**src/rtl/mbank_pkg.sv**
```systemverilog
// Shared constants and types for the multi-bank access scheduler.
package mbank_pkg;

    localparam int BANK_BITS  = 2;
    localparam int LOCAL_BITS = 3;
    localparam int ADDR_W     = BANK_BITS + LOCAL_BITS;
    localparam int DATA_W     = 8;
    localparam int NUM_PORTS  = 2;

    typedef enum logic [1:0] {
        ST_RUN   = 2'd0,
        ST_DRAIN = 2'd1,
        ST_IDLE  = 2'd2
    } state_e;

    // Tag carried alongside an in-flight read so the response finds its port.
    typedef struct packed {
        logic valid;
        logic port;
    } rd_tag_t;

    // Outstanding write: blocks reads to the same address until it ages out.
    typedef struct packed {
        logic              valid;
        logic [ADDR_W-1:0] addr;
    } sb_entry_t;

    function automatic logic [NUM_PORTS-1:0] port_onehot(input logic port);
        return port ? 2'b10 : 2'b01;
    endfunction

endpackage

```
**src/rtl/mbank_rr_arbiter.sv**
```systemverilog
// Two-requester round-robin arbiter: the port not granted most recently wins a tie.
module mbank_rr_arbiter
    import mbank_pkg::*;
(
    input  logic                 clk,
    input  logic                 rst,
    input  logic [NUM_PORTS-1:0] elig,
    output logic [NUM_PORTS-1:0] grant
);

    // Index of the port granted most recently; reset to B so that A is preferred.
    logic last_q;
    logic last_d;

    // Pick the grant and work out the pointer for the next cycle.
    always_comb begin
        if (elig == 2'b11) begin
            grant = last_q ? 2'b01 : 2'b10;
        end else begin
            grant = elig;
        end
        last_d = last_q;
        if (grant[0]) begin
            last_d = 1'b0;
        end else if (grant[1]) begin
            last_d = 1'b1;
        end
    end

    // Pointer only moves when a grant is actually given.
    always_ff @(posedge clk) begin
        if (rst) begin
            last_q <= 1'b1;
        end else begin
            last_q <= last_d;
        end
    end

endmodule

```
**src/rtl/mbank_access_scheduler.sv**
```systemverilog
// Two-port front end for a pipelined RAM: arbitration, RAW stall, read return and drain.
module mbank_access_scheduler
    import mbank_pkg::*;
#(
    parameter int READ_LATENCY  = 2,
    parameter int WRITE_LATENCY = 2
) (
    input  logic                                clk,
    input  logic                                rst,
    input  logic [NUM_PORTS-1:0]                req_valid,
    output logic [NUM_PORTS-1:0]                req_ready,
    input  logic [NUM_PORTS-1:0]                req_we,
    input  logic [NUM_PORTS-1:0][ADDR_W-1:0]    req_addr,
    input  logic [NUM_PORTS-1:0][DATA_W-1:0]    req_wdata,
    output logic [NUM_PORTS-1:0]                rsp_valid,
    output logic [DATA_W-1:0]                   rsp_rdata,
    output logic                                mem_en,
    output logic                                mem_we,
    output logic [ADDR_W-1:0]                   mem_addr,
    output logic [DATA_W-1:0]                   mem_din,
    input  logic [DATA_W-1:0]                   mem_dout,
    input  logic                                drain_req,
    output logic                                drain_done
);

    localparam int SB_N = WRITE_LATENCY + 1;

    state_e                     state_q, state_d;
    sb_entry_t [SB_N-1:0]       sb_q, sb_d;
    rd_tag_t [READ_LATENCY-1:0] rp_q, rp_d;
    logic [NUM_PORTS-1:0]       rsp_valid_q, rsp_valid_d;
    logic                       mem_en_q, mem_en_d;
    logic                       mem_we_q, mem_we_d;
    logic [ADDR_W-1:0]          mem_addr_q, mem_addr_d;
    logic [DATA_W-1:0]          mem_din_q, mem_din_d;

    logic                       run;
    logic [NUM_PORTS-1:0]       hazard;
    logic [NUM_PORTS-1:0]       elig;
    logic [NUM_PORTS-1:0]       grant;
    logic                       acc;
    logic                       gidx;
    logic                       sb_busy;
    logic                       rp_busy;

    // Requests are only taken in RUN, and never while reset is held.
    assign run = (state_q == ST_RUN) && !rst;

    // Compare each port's address with every outstanding write; also flag non-empty pipes.
    always_comb begin
        hazard  = '0;
        sb_busy = 1'b0;
        rp_busy = 1'b0;
        for (int p = 0; p < NUM_PORTS; p++) begin
            for (int k = 0; k < SB_N; k++) begin
                if (sb_q[k].valid && (sb_q[k].addr == req_addr[p])) begin
                    hazard[p] = 1'b1;
                end
            end
        end
        for (int k = 0; k < SB_N; k++) begin
            sb_busy = sb_busy | sb_q[k].valid;
        end
        for (int k = 0; k < READ_LATENCY; k++) begin
            rp_busy = rp_busy | rp_q[k].valid;
        end
    end

    // A read colliding with an outstanding write waits; writes are always eligible.
    for (genvar gi = 0; gi < NUM_PORTS; gi++) begin : g_elig
        assign elig[gi] = run && req_valid[gi] && (req_we[gi] || !hazard[gi]);
    end

    mbank_rr_arbiter u_arb (
        .clk   (clk),
        .rst   (rst),
        .elig  (elig),
        .grant (grant)
    );

    assign req_ready = grant;
    assign acc       = |grant;
    assign gidx      = grant[1];

    // Head of each shift pipe is loaded on the same edge that launches the RAM command.
    assign sb_d[0] = {acc && req_we[gidx], req_addr[gidx]};
    assign rp_d[0] = {acc && !req_we[gidx], gidx};

    for (genvar gi = 1; gi < SB_N; gi++) begin : g_sb_shift
        assign sb_d[gi] = sb_q[gi-1];
    end

    for (genvar gi = 1; gi < READ_LATENCY; gi++) begin : g_rp_shift
        assign rp_d[gi] = rp_q[gi-1];
    end

    // Next state, RAM command and response strobe.
    always_comb begin
        state_d = state_q;
        case (state_q)
            ST_RUN:   if (drain_req)            state_d = ST_DRAIN;
            ST_DRAIN: if (!sb_busy && !rp_busy) state_d = ST_IDLE;
            ST_IDLE:  if (!drain_req)           state_d = ST_RUN;
            default:                            state_d = ST_RUN;
        endcase
        mem_en_d    = acc;
        mem_we_d    = acc && req_we[gidx];
        mem_addr_d  = acc ? req_addr[gidx]  : mem_addr_q;
        mem_din_d   = acc ? req_wdata[gidx] : mem_din_q;
        rsp_valid_d = rp_q[READ_LATENCY-1].valid ? port_onehot(rp_q[READ_LATENCY-1].port) : 2'b00;
    end

    // All state, including the registered outputs; reset drops any in-flight reads.
    always_ff @(posedge clk) begin
        if (rst) begin
            state_q     <= ST_RUN;
            sb_q        <= '0;
            rp_q        <= '0;
            rsp_valid_q <= '0;
            mem_en_q    <= 1'b0;
            mem_we_q    <= 1'b0;
            mem_addr_q  <= '0;
            mem_din_q   <= '0;
        end else begin
            state_q     <= state_d;
            sb_q        <= sb_d;
            rp_q        <= rp_d;
            rsp_valid_q <= rsp_valid_d;
            mem_en_q    <= mem_en_d;
            mem_we_q    <= mem_we_d;
            mem_addr_q  <= mem_addr_d;
            mem_din_q   <= mem_din_d;
        end
    end

    assign rsp_valid  = rsp_valid_q;
    assign rsp_rdata  = (|rsp_valid_q) ? mem_dout : '0;
    assign mem_en     = mem_en_q;
    assign mem_we     = mem_we_q;
    assign mem_addr   = mem_addr_q;
    assign mem_din    = mem_din_q;
    assign drain_done = (state_q == ST_IDLE);

endmodule
```
**config.mk**
```make
export PLATFORM = sky130hd
export DESIGN_NAME = mbank_access_scheduler
export DESIGN_NICKNAME = d
export VERILOG_FILES = /design/src/rtl/mbank_pkg.sv /design/src/rtl/mbank_rr_arbiter.sv /design/src/rtl/mbank_access_scheduler.sv
export SDC_FILE = /design/constraint.sdc
export NUM_CORES = 1
export LEC_CHECK = 0
export ABC_AREA = 1
export BUFFER_PORTS_ARGS = -buffer_cell sky130_fd_sc_hd__buf_2
export CELL_PAD_IN_SITES_DETAIL_PLACEMENT = 1
export CELL_PAD_IN_SITES_GLOBAL_PLACEMENT = 1
export CORE_MARGIN = 8
export CORE_UTILIZATION = 36
export CTS_CLUSTER_DIAMETER = 100
export DETAILED_ROUTE_END_ITERATION = 10
export PLACE_DENSITY = 0.82
export SETUP_SLACK_MARGIN = 0.05
export SYNTH_ARGS = -nofsm -noshare
export SYNTH_HDL_FRONTEND = slang
export SYNTH_HIERARCHICAL = 1
export SYNTH_SLANG_ARGS = --single-unit
export TNS_END_PERCENT = 100
```
**constraint.sdc**
```tcl
create_clock -name clk -period 4.93 [get_ports clk]
set_clock_uncertainty 0.2 [all_clocks]
set_input_delay 0.2465 -clock clk [delete_from_list [all_inputs] [get_ports clk]]
set_output_delay 0.2465 -clock clk [all_outputs]
set_load 0.01 [all_outputs]
```
==> impl_metrics.csv, run 1 <==
group,metric,value,unit
outcome,outcome,"finished, final reports clean",
finish,diodes,0,
detailed_routing,vias,2159,
worst_setup_path,cp_slowest_cell,"a21boi_2",
cts,h-tree-depth,2,
detailed_routing,routedWlPerCell,13.09,µm
min_path,min-delay-start,"drain_req",
cts,clk_pin_slew,0.08,ns
timing,tns,0,ns
detailed_routing,wl,6230,µm
cts,cts_tree,"built",
worst_setup_path,cp.depth,9,
floorplan,start_util,37.47,%
worst_setup_path,cp_common_cell,"nand2_1",
cts,clock_path_buffers,2,
synth,avgSynthCellArea,6.178,µm²
timing,rsz0062_at_grt,"false",
floorplan,io_pins,69,
detailed_routing,top_layer,"met4",
worst_setup_path,crit_buf_inv,2,
min_path,min_to,"state_q[0]$_SDFFE_PP0P_",
grt,grt-ovfl-total,0,
timing,setup_slack,2.143,ns
timing,finalSetupViolCount,0,
finish,layout-drive-gt1-share,23.27,%
detailed_routing,wl_met1,3010,µm
worst_setup_path,worstSetupStartpointType,"flip-flop",
synth,ys_ff_latch,41,
synth,seq_area_frac_synth,39.54,%
placement,port_buffers,68,
worst_setup_path,r2r_start,"sb_d[10]$_SDFF_PP0_",
job,maxCapViolations,0,
detailed_routing,firstDrtPassIters,4,
synth,synth_largest_area_cell,"dfxtp_1",
cts,root_buffer,"clkbuf_8",
worst_setup_path,ff2ff_setup_slack,2.18,ns
floorplan,rows,27,
finish,fill_cells,801,
timing,maxSlewViolCount,0,
cts,cts_setup_buffers,0,
grt,antenna_found_initial,0,
worst_setup_path,reg2reg_to,"mem_addr[0]$_SDFFE_PP0N_",
worst_setup_path,crit_fanout,23,
grt,grt_pass1_wl,10390,µm
placement,place_ws,1.991,ns
grt,grt_use_total,14.77,%
synth,synth_area_leaders,"dfxtp_1 (40%), nand2_1 (22%), nor2_1 (10%)",
worst_setup_path,end_kind,"output port",
detailed_routing,met2_length,2773,µm
worst_setup_path,reg2reg_depth,12,
detailed_routing,drt-initial-drc-count,83,
floorplan,core_area,5540,µm²
cts,clock_latency,0.29,ns
finish,fin_nets,444,
detailed_routing,vias_per_cell,4.536,
placement,placed_cell_area,2452,µm²
cts,hold_buffers,0,
synth,netlist.area_leader.share,39.54,%
min_path,worstHoldPathCells,3,
timing,fin_crit_sh,56.53,%
placement,dpl.cell_count,468,
cts,numClockSinks,41,
worst_setup_path,path_cells,"inv_1 > nand2_1 > nand2_1 > nor2_1 > nand3_1 > nand3_2 > a21oi_2 > a21boi_2 > buf_2",
power,worst_ir_drop_vdd,0.0001341,V
timing,hold_violations,0,
cts,numCtsBuffers,5,
timing,maxSlewHeadroom,38.79,%
synth,synthDistinctLibCells,20,
finish,final_cells,476,
synth,syn_inst,336,
worst_setup_path,critPathKind,"flip-flop to output port",
detailed_routing,ant_nets,0,
grt,grt_start_max_net_pins,29,
cts,cts_resized,0,
power,cellLeakagePower,0.001439,µW
synth,ys.warnings.count,6,
synth,mappedNetlistNets,377,
finish,final_common_cell,"nand2_1",
worst_setup_path,slowest_delay,0.75,ns
timing,fin_crit,2.787,ns
power,power_density,293.7,nW/µm²
detailed_routing,met3_length,399,µm
min_path,min_path_type,"input port to flip-flop",
floorplan,die_w,91.94,µm
worst_setup_path,required,4.48,ns
finish,area_growth,22.78,%
detailed_routing,drcViolationCount,0,
grt,grt_pass1_vias,2296,
finish,fin_area,2549,µm²
worst_setup_path,crit_family,"compound AO/OA/AOI/OAI gates",
timing,tightest_slew,0.9128,ns
synth,synth_area,2076,µm²
finish,mostFrequentLayoutCells,"nand2_1 (123), buf_2 (68), nor2_1 (56)",
timing,fmax,358.8,MHz
power,p_total,748.5,µW
worst_setup_path,crit_arrival,2.34,ns
placement,gp_congestion,0.8692,
placement,place.detailed.hpwl,5071,µm
floorplan,die-area,8452,µm²
floorplan,die_y,91.94,µm
## synth_stat cells, drive strengths merged
cell type    n
inv         56
nand2      123
nand3b       1
o21ai       13
and3         1
dfxtp       41
a21oi       11
nand3       21
nor2        57
a21boi       1
nor3         3
buf          8
## worst min-delay path: stages
cell and delay (ns):
buf_2 0.10, nand2_1 0.06, a21oi_1 0.05
## per-stage QoR
stage	util [%]	hold slack, ns
2_1_floorplan	-	0.1544
3_3_place_gp	44.26	0.1911
3_5_place_dp	44.26	0.2044
4_1_cts	46.00	0.006942
5_1_grt	46.00	0.02198
6_report	46.00	0.01031
## power by group
group | switching [µW] | internal, µW
combinational | 90.0 | 53.9
clock | 123 | 114
sequential | 15.2 | 353
total | 228 | 521
## worst max path at each step
stage                              startpoint                  endpoint  slack [ns]
after floorplan            sb_d[7]$_SDFF_PP0_  mem_addr[2]$_SDFFE_PP0N_        3.00
after global placement                    rst  mem_addr[0]$_SDFFE_PP0N_        2.10
after detailed placement                  rst  mem_addr[0]$_SDFFE_PP0N_        1.99
after CTS                 sb_d[10]$_SDFF_PP0_              req_ready[1]        2.12
after global routing      sb_d[15]$_SDFF_PP0_  mem_addr[2]$_SDFFE_PP0N_        1.84
final                     sb_d[10]$_SDFF_PP0_              req_ready[1]        2.14
## sequential cells by signal, summed over array words and instances (netlist names)
name / cells
u_arb/last_q: 1
rp_d: 2
mem_din: 8
mem_en: 1
state_q: 2
sb_q: 6
sb_d: 11
rp_q: 2
mem_addr: 5
mem_we: 1
rsp_valid: 2
## final cells by class
class / count / area (µm²) / area share, %
well taps: 72 / 90.09 / 3.535
multi-input cells: 231 / 991.0 / 38.88
clock buffers: 6 / 82.58 / 3.240
inverters: 56 / 210.2 / 8.247
flip-flops and latches: 41 / 820.8 / 32.20
clock inverters: 2 / 13.76 / 0.5400
repair buffers: 68 / 340.3 / 13.35
## metal layers
metal,vias up,GRT usage [%]
li1,1137,-
met1,963,18.28
met2,53,24.49
met3,6,4.808
met4,0,2.819
met5,-,0
## kinds of logic (layout without fill, tap and decap cells)
kind of cell | Yosys count | in the layout | synth area share [%]
AOI/OAI and AO/OA | 25 | 25 | 7.052
buffers and inverters | 64 | 132 | 12.72
DFF | 41 | 41 | 39.54
and+or+nand+nor | 206 | 206 | 40.69
(Power assumes the default switching activity.)
==> run 2, diff against run 1 <==
--- a/config.mk
+++ b/config.mk
@@ -10,10 +10,10 @@
 export CELL_PAD_IN_SITES_DETAIL_PLACEMENT = 1
 export CELL_PAD_IN_SITES_GLOBAL_PLACEMENT = 1
 export CORE_MARGIN = 8
-export CORE_UTILIZATION = 36
+export CORE_UTILIZATION = 30
 export CTS_CLUSTER_DIAMETER = 100
 export DETAILED_ROUTE_END_ITERATION = 10
-export PLACE_DENSITY = 0.82
+export PLACE_DENSITY = 0.73
 export SETUP_SLACK_MARGIN = 0.05
 export SYNTH_ARGS = -nofsm -noshare
 export SYNTH_HDL_FRONTEND = slang
==> constraint.sdc (replaced) <==
create_clock -name clk -period 2.35 [get_ports clk]
set_clock_uncertainty 0.2 [all_clocks]
set_input_delay 0.1175 -clock clk [delete_from_list [all_inputs] [get_ports clk]]
set_output_delay 0.1175 -clock clk [all_outputs]
set_load 0.01 [all_outputs]
==> run 2 against run 1 <==
  * Critical path depth up 2
  * Register-to-register slack worse by 1.9 ns
  * Sequential power up 110%
  * Routed wire length up 14%
  * First-iteration DRC count down 23%
  * Die area up 16%
  * Via count up 7.8%
  * Non-clock buffer count up 27
  * Combinational power rose to 2.5 times the previous value
  * Design area up 11%
  * Critical path type is now input port to output port
  * Largest cell class unchanged
  * Largest power group unchanged
==> impl_metrics.csv, run 2 (synthesis gave the netlist of run 1 again) <==
group,metric,value,unit
grt,antenna_found_initial,0,
finish,multi_input_area,1026,µm²
timing,fin_crit_sh,94.71,%
placement,port_buffers,68,
grt,grt_use_total,14.18,%
floorplan,die_y,99.18,µm
worst_setup_path,required,2.03,ns
timing,hold_violations,0,
min_path,min_path_type,"input port to flip-flop",
placement,place.detailed.hpwl,5243,µm
detailed_routing,ant_nets,0,
floorplan,die-area,9837,µm²
job,maxCapViolations,0,
grt,grt_pass1_vias,2468,
cts,numClockSinks,41,
floorplan,start_util,30.72,%
finish,layout-drive-gt1-share,24.83,%
floorplan,io_pins,69,
finish,fill_cells,950,
timing,tns,0,ns
finish,diodes,0,
worst_setup_path,end_kind,"output port",
worst_setup_path,crit_fanout,7,
cts,clk_pin_slew,0.08,ns
floorplan,core_area,6756,µm²
detailed_routing,drcViolationCount,0,
worst_setup_path,worstSetupStartpointType,"input port",
cts,clock_path_buffers,2,
placement,dpl.cell_count,481,
cts,clock_latency,0.30,ns
finish,fin_nets,471,
detailed_routing,firstDrtPassIters,4,
timing,rsz0062_at_grt,"true",
detailed_routing,vias,2327,
power,power_density,564.3,nW/µm²
floorplan,die_w,99.18,µm
timing,finalSetupViolCount,0,
timing,tightest_slew,0.4579,ns
worst_setup_path,crit_arrival,1.91,ns
detailed_routing,vias_per_cell,4.554,
detailed_routing,drt-initial-drc-count,64,
timing,maxSlewHeadroom,69.36,%
outcome,outcome,"finished, final reports clean",
finish,final_common_cell,"nand2_1",
placement,gp_congestion,0.8135,
grt,grt_pass1_wl,11510,µm
worst_setup_path,critPathKind,"input port to output port",
grt,grt_start_max_net_pins,28,
power,cellLeakagePower,0.001562,µW
finish,area_growth,36.71,%
cts,cts_tree,"built",
timing,fin_crit,2.226,ns
cts,h-tree-depth,2,
grt,grt-ovfl-total,0,
finish,regArea,820.8,µm²
floorplan,rows,30,
cts,numCtsBuffers,5,
finish,largest_register_ffs,11,
cts,root_buffer,"clkbuf_8",
finish,mostFrequentLayoutCells,"nand2_1 (123), buf_2 (68), nor2_1 (56)",
timing,fmax,449.3,MHz
timing,maxSlewViolCount,0,
detailed_routing,routedWlPerCell,13.87,µm
power,worst_ir_drop_vdd,0.0004465,V
finish,final_cells,511,
detailed_routing,wl,7089,µm
==> run 2: cell count changes in the layout (fill, tap and decap cells not counted), sizes merged <==
cell / change
clkbuf: -1
buf: +8
dlygate4sd3: +19
clkinvlp: +1
==> run 2: layer usage <==
metal / global-route usage, % / part of all wire, %
met1: 16.44 / 45
met2: 24.90 / 47
met3: 4.679 / 6.4
met4: 2.678 / 1.0
met5: 0 / 0
==> run 2: power breakdown <==
group          internal [µW]  total (µW)  switching, µW
Clock                    205         467            261
Sequential               741         773           31.6
Combinational            152         362            210
==> run 2: path summary, 6_finish.rpt <==
check | startpoint | end | slack, ns | cells past startpoint
hold / removal | req_addr[3] | sb_d[9]$_SDFF_PP0_ | 0.006 | 3
setup / recovery | req_addr[4] | req_ready[1] | 0.12 | 11
setup reg to reg | sb_d[14]$_SDFF_PP0_ | mem_addr[1]$_SDFFE_PP0N_ | 0.26 | 10
hold reg to reg | rp_q[2]$_SDFF_PP0_ | rsp_valid[0]$_SDFF_PP0_ | 0.22 | 1
==> run 2: layout make-up <==
class / count / area share [%]
repair buffers: 95 / 20.94
clock buffers: 5 / 2.425
clock inverters: 3 / 0.6173
well taps: 80 / 3.527
inverters: 56 / 7.407
flip-flops and latches: 41 / 28.92
multi-input cells: 231 / 36.16
==> run 2: what timing repair did <==
| item | CTS | global route |
|---|---|---|
| endpoints found under the hold margin | 13 | 0 |
| pin swaps | 0 | 3 |
| endpoints found under the setup margin | 1 | 18 |
| gates cloned | 0 | 1 |
| gates resized for setup | 1 | 12 |
| hold buffers | 19 | 0 |
| setup buffers | 0 | 2 |
==> run 2: critical path, cell delays in order <==
cell and delay, ns:
dlygate4sd3_1 0.53, buf_4 0.16, inv_2 0.06, nand2_1 0.05, a21oi_1 0.16, nand3_1 0.12, nand3_2 0.10, a21oi_4 0.08
a21boi_4 0.22, buf_6 0.17, buf_2 0.14
==> run 2: metrics by stage <==
step / util (%) / power [µW] / cell area (µm²) / hold WS [ns] / setup slack (ns)
3_5_place_dp: 37.00 / 1107 / 2500 / 0.1977 / 0.1920
5_1_grt: 42.00 / 1696 / 2838 / 0.003255 / 0.008139
4_1_cts: 41.20 / 1599 / 2784 / 0.002256 / 0.06066
6_report: 42.00 / 1601 / 2838 / 0.005864 / 0.1244
3_3_place_gp: 37.00 / 1097 / 2500 / 0.1927 / 0.2378
2_1_floorplan: - / 978.0 / 2076 / 0.02537 / 0.4193
==> run 3, diff against run 2 <==
==> constraint.sdc (replaced) <==
create_clock -name clk -period 2.35 [get_ports clk]
set_clock_uncertainty 0.2 [all_clocks]
set_input_delay 0 -clock clk [delete_from_list [all_inputs] [get_ports clk]]
set_output_delay 0 -clock clk [all_outputs]
set_load 0.01 [all_outputs]
==> run 3 against run 2 <==
  * Sequential share of layout area is 0.58 points lower
  * Total power hardly changed
  * Flip-flop and latch count stayed put
  * Final cell count is 1.4% higher
  * Clock-buffer cell count stayed put
  * Setup slack better by 0.031 ns
  * Register-to-register slack worse by 0.03 ns
  * Clock power hardly changed
  * Hold slack better by 0.017 ns
  * Core utilization is 0.85 points higher
  * Design area is 2.0% higher
  * Critical path depth is 2 higher
  * Largest cell class unchanged
==> impl_metrics.csv, run 3 (synthesis gave the netlist of run 1 again) <==
group,metric,value,unit
detailed_routing,ant_nets,0,
finish,area_growth,39.48,%
min_path,min-delay-start,"req_addr[6]",
timing,maxSlewViolCount,0,
finish,fill_cells,947,
worst_setup_path,reg2reg_to,"mem_addr[3]$_SDFFE_PP0N_",
grt,grt_start_max_net_pins,28,
finish,final_cells,518,
min_path,min_path_type,"input port to flip-flop",
timing,tns,0,ns
worst_setup_path,ff2ff_setup_slack,0.23,ns
min_path,min_to,"sb_d[7]$_SDFF_PP0_",
cts,cts_setup_buffers,0,
worst_setup_path,crit_arrival,2.16,ns
cts,numCtsBuffers,5,
power,cellLeakagePower,0.001577,µW
timing,tightest_slew,0.4602,ns
min_path,worstHoldPathCells,5,
detailed_routing,vias_per_cell,4.469,
finish,diodes,0,
grt,grt_pass1_wl,11700,µm
floorplan,rows,30,
detailed_routing,drt-initial-drc-count,74,
floorplan,start_util,30.72,%
outcome,outcome,"finished, final reports clean",
detailed_routing,routedWlPerCell,13.46,µm
finish,mostFrequentLayoutCells,"nand2_1 (123), buf_2 (68), nor2_1 (56)",
worst_setup_path,r2r_start,"sb_d[16]$_SDFF_PP0_",
worst_setup_path,cp_slowest_cell,"dlygate4sd3_1",
grt,antenna_found_initial,0,
floorplan,die_w,99.18,µm
placement,place.detailed.hpwl,5243,µm
power,pwr-share-seq,48.2,%
placement,port_buffers,68,
power,p_switching,499.0,µW
finish,largest_register_ffs,11,
detailed_routing,drcViolationCount,0,
timing,fmax,455.7,MHz
detailed_routing,firstDrtPassIters,4,
detailed_routing,wl,6970,µm
cts,root_buffer,"clkbuf_8",
power,power_density,553.4,nW/µm²
finish,fin_nets,478,
floorplan,die-area,9837,µm²
worst_setup_path,worstSetupStartpointType,"input port",
power,pwr-share-clk,29.1,%
timing,rsz0062_at_grt,"false",
timing,fin_crit,2.194,ns
cts,cts_tree,"built",
worst_setup_path,required,2.32,ns
finish,final_common_cell,"nand2_1",
grt,grt-ovfl-total,0,
floorplan,io_pins,69,
grt,grt_pass1_vias,2506,
worst_setup_path,crit_buf_inv,4,
worst_setup_path,crit_fanout,13,
power,worst_ir_drop_vdd,0.0004483,V
worst_setup_path,crit_family,"buffers and inverters",
placement,gp_congestion,0.8135,
floorplan,core_area,6756,µm²
power,intPower,1103,µW
cts,numClockSinks,41,
floorplan,die_y,99.18,µm
timing,hold_violations,0,
worst_setup_path,slowest_delay,0.54,ns
power,p_sw_share,31.15,%
timing,maxSlewHeadroom,69.21,%
worst_setup_path,reg2reg_depth,11,
worst_setup_path,critPathKind,"input port to flip-flop",
worst_setup_path,end_kind,"flip-flop",
cts,clock_latency,0.29,ns
job,maxCapViolations,0,
detailed_routing,vias,2315,
grt,grt_use_total,14.34,%
power,power_frac_comb,22.7,%
cts,h-tree-depth,2,
placement,dpl.cell_count,481,
cts,clk_pin_slew,0.08,ns
timing,fin_crit_sh,93.37,%
finish,layout-drive-gt1-share,23.52,%
worst_setup_path,path_cells,"dlygate4sd3_1 > buf_2 > inv_2 > nand2_1 > nand2_1 > nor2_1 > nand3_1 > nand3_1 > a21oi_2 > a21boi_4 > buf_6 > o21ai_0 > a21oi_1",
timing,finalSetupViolCount,0,
cts,clock_path_buffers,2,
-- run 3: changes by cell type in the layout (fill, tap and decap cells not counted), sizes merged --
cell	before	now
buf	76	73
dlygate4sd3	19	29
-- run 3: through the flow --
stage | cell area (µm²) | worst slack (ns) | utilization (%) | power (µW) | hold WS [ns]
5_1_grt | 2895 | 0.05322 | 42.85 | 1695 | 0.05394
3_5_place_dp | 2500 | 0.1920 | 37.00 | 1107 | 0.08019
6_report | 2895 | 0.1557 | 42.85 | 1602 | 0.02257
3_3_place_gp | 2500 | 0.2378 | 37.00 | 1097 | 0.07519
2_1_floorplan | 2076 | 0.4193 | - | 978.0 | -0.1129
4_1_cts | 2867 | 0.08251 | 42.43 | 1608 | 0.007682
-- run 3: power by group through the flow --
stage,Combinational (µW),Sequential (µW),Clock (µW)
global placement,312,786,0
floorplan,185,793,0
global route,410,778,507
CTS,357,771,480
finish,363,772,467
detailed placement,320,787,0
-- run 3: worst max-delay path by stage --
stage	start	endpoint	slack, ns	cells after the start
floorplan	sb_d[7]$_SDFF_PP0_	mem_addr[2]$_SDFFE_PP0N_	0.42	11
global placement	sb_d[10]$_SDFF_PP0_	mem_addr[3]$_SDFFE_PP0N_	0.24	12
detailed placement	sb_d[14]$_SDFF_PP0_	mem_addr[3]$_SDFFE_PP0N_	0.19	11
CTS	req_addr[9]	req_ready[1]	0.08	12
global route	req_addr[3]	mem_din[4]$_SDFFE_PP0N_	0.05	17
finish	req_addr[3]	mem_addr[3]$_SDFFE_PP0N_	0.16	13
-- run 3: routing by layer --
layer | part of all wire (%) | up-vias | wire length [µm] | track usage (%)
met1 | 46 | 1050 | 3191 | 16.81
met4 | 0.79 | 0 | 55 | 2.678
met3 | 6.4 | 6 | 447 | 4.818
met2 | 47 | 58 | 3276 | 24.90
li1 | - | 1201 | - | -
met5 | 0 | - | 0 | 0
-- run 3: layout make-up --
cell class | count | area [µm²] | area share (%)
clock buffers | 5 | 68.82 | 2.377
clock inverters | 3 | 17.52 | 0.6050
inverters | 56 | 210.2 | 7.260
multi-input cells | 231 | 1006 | 34.74
flip-flops and latches | 41 | 820.8 | 28.35
well taps | 80 | 100.1 | 3.457
repair buffers | 102 | 671.9 | 23.21
-- run 3: what timing repair did --
action	in CTS	in global routing
hold buffers	28	1
endpoints found under the hold margin	27	1
endpoints found under the setup margin	0	21
resized for setup	0	7
-- run 3: worst register-to-register path, stage by stage, from the launching register on --
cell	delay, ns
dfxtp_1	0.36
inv_1	0.07
nand2_1	0.06
nand2_1	0.05
nor2_1	0.15
nand3_1	0.12
nand3_2	0.11
a21oi_4	0.07
a21boi_4	0.15
buf_6	0.16
o21ai_0	0.37
a21oi_1	0.13
